===== config.mk =====
export PLATFORM = sky130hd
export DESIGN_NAME = negate_share_arbiter
export DESIGN_NICKNAME = d
export VERILOG_FILES = /design/src/rtl/negate_share_arbiter.sv
export SDC_FILE = /design/constraint.sdc
export NUM_CORES = 1
export LEC_CHECK = 0
export BUFFER_PORTS_ARGS = -buffer_cell sky130_fd_sc_hd__buf_2
export CAP_MARGIN = 40
export CORE_MARGIN = 3
export CORE_UTILIZATION = 44
export DETAILED_ROUTE_END_ITERATION = 8
export PLACE_DENSITY_LB_ADDON = 0.08
export SYNTH_ARGS = -nofsm -noshare
export SYNTH_HDL_FRONTEND = slang
export SYNTH_SLANG_ARGS = --single-unit

===== constraint.sdc =====
create_clock -name clk -period 4.25 [get_ports clk]
set_input_delay 0.2125 -clock clk [delete_from_list [all_inputs] [get_ports clk]]
set_output_delay 0.2125 -clock clk [all_outputs]
set_load 0.05 [all_outputs]

===== src/rtl/negate_share_arbiter.sv =====
// negate_share_arbiter
// Round-robin arbiter in front of one shared two's-complement negator.
// Holds a single registered result; a held result can be drained and
// replaced in the same cycle, so throughput is one result per clock.
module negate_share_arbiter #(
    parameter int NREQ  = 4,
    parameter int WIDTH = 25,
    parameter int IDW   = 2
) (
    input  logic                  clk,
    input  logic                  rst_n,
    input  logic [NREQ-1:0]       req_valid,
    input  logic [NREQ*WIDTH-1:0] req_data,
    output logic [NREQ-1:0]       req_ready,
    output logic                  rsp_valid,
    input  logic                  rsp_ready,
    output logic [WIDTH-1:0]      rsp_data,
    output logic [IDW-1:0]        rsp_id,
    output logic                  rsp_ovf
);

    typedef enum logic {
        EMPTY = 1'b0,
        FULL  = 1'b1
    } state_t;

    localparam int unsigned NREQ_U = NREQ;

    state_t           state_q;
    logic             rsp_valid_q;
    logic [WIDTH-1:0] rsp_data_q;
    logic [IDW-1:0]   rsp_id_q;
    logic             rsp_ovf_q;
    logic [IDW-1:0]   rr_ptr_q;
    logic [IDW-1:0]   rr_ptr_d;

    logic             slot_free;
    logic             grant_found;
    logic [IDW-1:0]   grant_idx;
    logic [WIDTH-1:0] operand;
    logic [WIDTH-1:0] operand_neg;
    logic             operand_ovf;
    logic             accept;

    // Output slot can take a new result when empty or being drained this cycle.
    // Held in reset, no lane sees ready, so no handshake can complete.
    assign slot_free = rst_n && ((state_q == EMPTY) || rsp_ready);

    // Round-robin search: first valid lane at or above rr_ptr, wrapping to 0
    always_comb begin
        int unsigned lane;
        grant_found = 1'b0;
        grant_idx   = '0;
        lane        = 0;
        for (int unsigned k = 0; k < NREQ_U; k++) begin
            lane = (32'(rr_ptr_q) + k) % NREQ_U;
            if (!grant_found && req_valid[lane[IDW-1:0]]) begin
                grant_found = 1'b1;
                grant_idx   = lane[IDW-1:0];
            end
        end
    end

    // One-hot ready, operand mux and the combinational negator
    always_comb begin
        req_ready = '0;
        operand   = '0;
        for (int unsigned i = 0; i < NREQ_U; i++) begin
            if (IDW'(i) == grant_idx) begin
                req_ready[i] = grant_found && slot_free;
                operand      = req_data[i*WIDTH +: WIDTH];
            end
        end
        operand_neg = ~operand + WIDTH'(1);
        operand_ovf = (operand == {1'b1, {(WIDTH-1){1'b0}}});
        rr_ptr_d    = (32'(grant_idx) == NREQ_U - 1) ? '0 : grant_idx + 1'b1;
    end

    assign accept = |req_ready;

    // Result FSM: accept loads (even while draining), drain without accept empties
    always_ff @(posedge clk or negedge rst_n) begin
        if (!rst_n) begin
            state_q     <= EMPTY;
            rsp_valid_q <= 1'b0;
            rsp_data_q  <= '0;
            rsp_id_q    <= '0;
            rsp_ovf_q   <= 1'b0;
            rr_ptr_q    <= '0;
        end else if (accept) begin
            state_q     <= FULL;
            rsp_valid_q <= 1'b1;
            rsp_data_q  <= operand_neg;
            rsp_id_q    <= grant_idx;
            rsp_ovf_q   <= operand_ovf;
            rr_ptr_q    <= rr_ptr_d;
        end else if ((state_q == FULL) && rsp_ready) begin
            state_q     <= EMPTY;
            rsp_valid_q <= 1'b0;
        end
    end

    assign rsp_valid = rsp_valid_q;
    assign rsp_data  = rsp_data_q;
    assign rsp_id    = rsp_id_q;
    assign rsp_ovf   = rsp_ovf_q;

endmodule


==> results.sh <==
export IMPL_status="complete, but fails checks"
export IMPL_violations="hold timing"
export IMPL_p_int_mw=1.321
export IMPL_core_area_um2=5140
export IMPL_vias=2789
export IMPL_yosys_mux_area_fraction=0.01797
export IMPL_path_cells="inv_1, o21ai_0, o31ai_1, o22ai_1, inv_1, ha_1, or2_1, buf_4, a221o_1, a222oi_1, buf_4, nand4_2, nor3_1, a31oi_1, o31ai_1"
export IMPL_ys_seq_area_frac=0.3277
export IMPL_ant_nets=0
export IMPL_synth_nets=390
export IMPL_worstSkewPairLatency_ns=0.29
export IMPL_clk_pin_slew_ns=0.07
export IMPL_cts_max_path_buffers=2
export IMPL_nFillCells=476
export IMPL_tightestPinTransition_ns=0.7436
export IMPL_crit_family="compound AO/OA/AOI/OAI gates"
export IMPL_place_gp_congestion=0.8721
export IMPL_rrSetupSlack_ns=0.31
export IMPL_die_y_um=79.35
export IMPL_antenna_found_initial=0
export IMPL_switching_share=0.5381
export IMPL_grt_pass1_vias=2724
export IMPL_drc=0
export IMPL_clockPowerShare=0.109
export IMPL_period_share=0.9270
export IMPL_grt_max_degree=33
export IMPL_stdcell_count=492
export IMPL_cts_buffers=5
export IMPL_synth_area_leader_cell="dfrtp_1"
export IMPL_combPwrFrac=0.711
export IMPL_dieWidth_um=79.35
export IMPL_grt_usage=0.2613
export IMPL_setup_viol=0
export IMPL_reg2reg_depth=15
export IMPL_drt_wl_total_um=8078
export IMPL_slew_headroom=0.5043
export IMPL_crit_buf_inv=4
export IMPL_detail_route_wl_per_cell_um=16.42
export IMPL_synth_top_family_by_area="compound AO/OA/AOI/OAI gates"
export IMPL_initial_core_util=0.4606
export IMPL_path_class="reg -> reg"
export IMPL_worstPathArrival_ns=4.14
export IMPL_rsz0062_at_grt="no"
export IMPL_synth_xor_xnor_area_share=0.06660
export IMPL_syn_area_per_cell_um2=8.515
export IMPL_clock_sinks=31
export IMPL_netlist_area_leader_share=0.3277
export IMPL_synthArstFlopShare=1.000
export IMPL_cts_max_level=2
export IMPL_drtPass1Iterations=4
export IMPL_antenna_cells=0
export IMPL_yosysWarnings=0
export IMPL_die_area_um2=6296
export IMPL_root_buffer="clkbuf_8"
export IMPL_hold_ws_ns=-0.02030
export IMPL_max_freq_mhz=253.8
export IMPL_layout_commonest_cell="buf_2"
export IMPL_power_frac_seq=0.179
export IMPL_ys_ff_latch=31
export IMPL_critPathLaunchType="flop"
export IMPL_grt_ovfl_total=0
export IMPL_drive_above_1_share=0.4171
export IMPL_cpPeakStageDelay_ns=0.40
export IMPL_slowest_stage="nor3_1"
export IMPL_ys_flop_type="dfrtp_1"
export IMPL_fin_crit_ns=3.940
export IMPL_synth_edf_count=0
export IMPL_multi_input_area_um2=1504
export IMPL_switchingPower_mw=1.539
export IMPL_worstPathMaxFanout=15
export IMPL_tns_ns=0
export IMPL_ys_top_cells_by_area="dfrtp_1 33%, nand2_1 8.6%, a221o_1 8.0%"
export IMPL_min_delay_path_class="in -> async"
export IMPL_cts_tree="yes"
export IMPL_drv_cap=0
export IMPL_leakagePower_nw=1.632
export IMPL_endpoint_kind="flop"
export IMPL_viasPerCell=5.669
export IMPL_register_area_um2=775.7
export IMPL_vdd_drop_max_mv=0.3425
export IMPL_hold_viol_final=31
export IMPL_area_growth_pct=40.70
export IMPL_yosys_cell_types_count=45
export IMPL_ios=140
export IMPL_rows=26
export IMPL_syn_inst=278
export IMPL_final_net_count=533
export IMPL_path_depth=15
export IMPL_synth_area_um2=2367
export IMPL_r2r_end="rsp_data[15]"
export IMPL_power_mw=2.859
export IMPL_required_ns=4.45
export IMPL_dpl_hpwl_um=6290
export IMPL_power_density_nw_per_um2=858.5
export IMPL_r2r_start="rr_ptr_q[0]"
export IMPL_synth_simple_area_share=0.2082
export IMPL_maxSlewViolCount=0
export IMPL_synth_compound_area_frac=0.3081
export IMPL_synthAdderAreaFrac=0.02643
export IMPL_first_iter_violations=143
export IMPL_grt_pass1_wl_um=12950
export IMPL_layout_common_cells="139 x buf_2, 54 x nand2_1, 31 x dfrtp_1, 19 x a221o_1, 17 x buf_4"
export IMPL_clock_skew_ns=0.004788
export IMPL_dpl_cell_count=478
export IMPL_port_buffers=139
## Yosys cell counts (2+ instances only)
| cell | instances |
|---|---|
| o22ai_1 | 5 |
| and3_1 | 3 |
| o21ai_1 | 5 |
| and2_1 | 5 |
| clkbuf_1 | 18 |
| xor2_1 | 5 |
| nor2_1 | 9 |
| nand4_1 | 2 |
| inv_1 | 6 |
| nand4_2 | 2 |
| nand2b_1 | 3 |
| nor3_1 | 4 |
| mux2i_1 | 2 |
| a222oi_1 | 4 |
| o22a_1 | 13 |
| xnor2_1 | 13 |
| o221ai_1 | 7 |
| or2_2 | 2 |
| nor2b_1 | 2 |
| dfrtp_1 | 31 |
| o31ai_1 | 6 |
| nor4_1 | 4 |
| ha_1 | 5 |
| nor4_2 | 2 |
| a221oi_1 | 5 |
| o21ai_0 | 16 |
| nor3b_1 | 4 |
| nand3_1 | 2 |
| nand2_1 | 54 |
| a221o_1 | 19 |
| mux2_2 | 2 |
| a21oi_1 | 5 |
## state kept, by name, indices dropped and copies added, names as in the netlist
name and count:
rsp_valid 1, rr_ptr_q 2, rsp_data 25, rsp_id 2, rsp_ovf 1
## worst max path at each step
stage / start / slack, ns / endpoint
2_1_floorplan: rr_ptr_q[1] / 0.68 / rsp_data[22]
3_3_place_gp: rr_ptr_q[0] / 0.44 / rsp_data[22]
3_5_place_dp: rr_ptr_q[0] / 0.21 / rsp_data[22]
4_1_cts: rr_ptr_q[0] / 0.14 / rsp_data[22]
5_1_grt: rr_ptr_q[0] / 0.003 / rsp_data[22]
6_report: rr_ptr_q[0] / 0.31 / rsp_data[15]
## power by group through the flow
stage	logic [mW]	clock network (mW)	registers, mW
after floorplan	1.01	0	0.973
after global placement	1.93	0	0.515
after detailed placement	1.97	0	0.517
after CTS	1.97	0.314	0.514
after global routing	2.21	0.329	0.532
final	2.03	0.313	0.513
## cell type report
cell class	instances	area share
clock inverter	2	0.01052
inverter	6	0.006762
clock buffer	6	0.02479
timing repair buffer	156	0.2472
multi-input combinational	221	0.4515
tap	70	0.02630
sequential	31	0.2329
## cells by family after synthesis
kind of cell               count (synthesis)
AOI/OAI and AO/OA                         94
xor gates and xnor gates                  18
adders and majority gates                  5
buffers and inverters                     26
DFF                                       31
muxes                                      4
and+or+nand+nor                          100
## per-layer routing
| layer | vias up | wire length [µm] | global-route usage | part of all wire |
|---|---|---|---|---|
| met3 | 11 | 715 | 0.04649 | 0.089 |
| li1 | 1349 | - | - | - |
| met2 | 148 | 3780 | 0.4318 | 0.47 |
| met4 | 0 | 117 | 0.06873 | 0.014 |
| met5 | - | 0 | 0 | 0 |
| met1 | 1281 | 3465 | 0.3521 | 0.43 |
## worst register-to-register path: cells and delay by family (launching register included)
| kind | cells | cell delay (ns) |
|---|---|---|
| AO/OA/AOI/OAI | 7 | 1.64 |
| adder cells (fa/ha/maj) | 1 | 0.28 |
| buffers and inverters | 4 | 0.61 |
| flip-flops | 1 | 0.35 |
| AND/OR/NAND/NOR | 3 | 0.96 |
## repair_timing
item	CTS	global route
buffers inserted	0	6
hold buffers	0	0
gates resized for setup	0	1
endpoints found under the setup margin	0	16
## metrics by stage
step	instance area (µm²)	setup WS (ns)	util	hold slack, ns
CTS	3283	0.1420	0.6388	0.007059
global placement	3166	0.4431	0.6159	0.3123
global route	3331	0.003075	0.6480	0.04572
detailed placement	3166	0.2100	0.6159	0.3174
floorplan	2367	0.6794	-	-0.08309
finish	3331	0.3101	0.6480	-0.02030
Power figures use the tool's default switching activity.
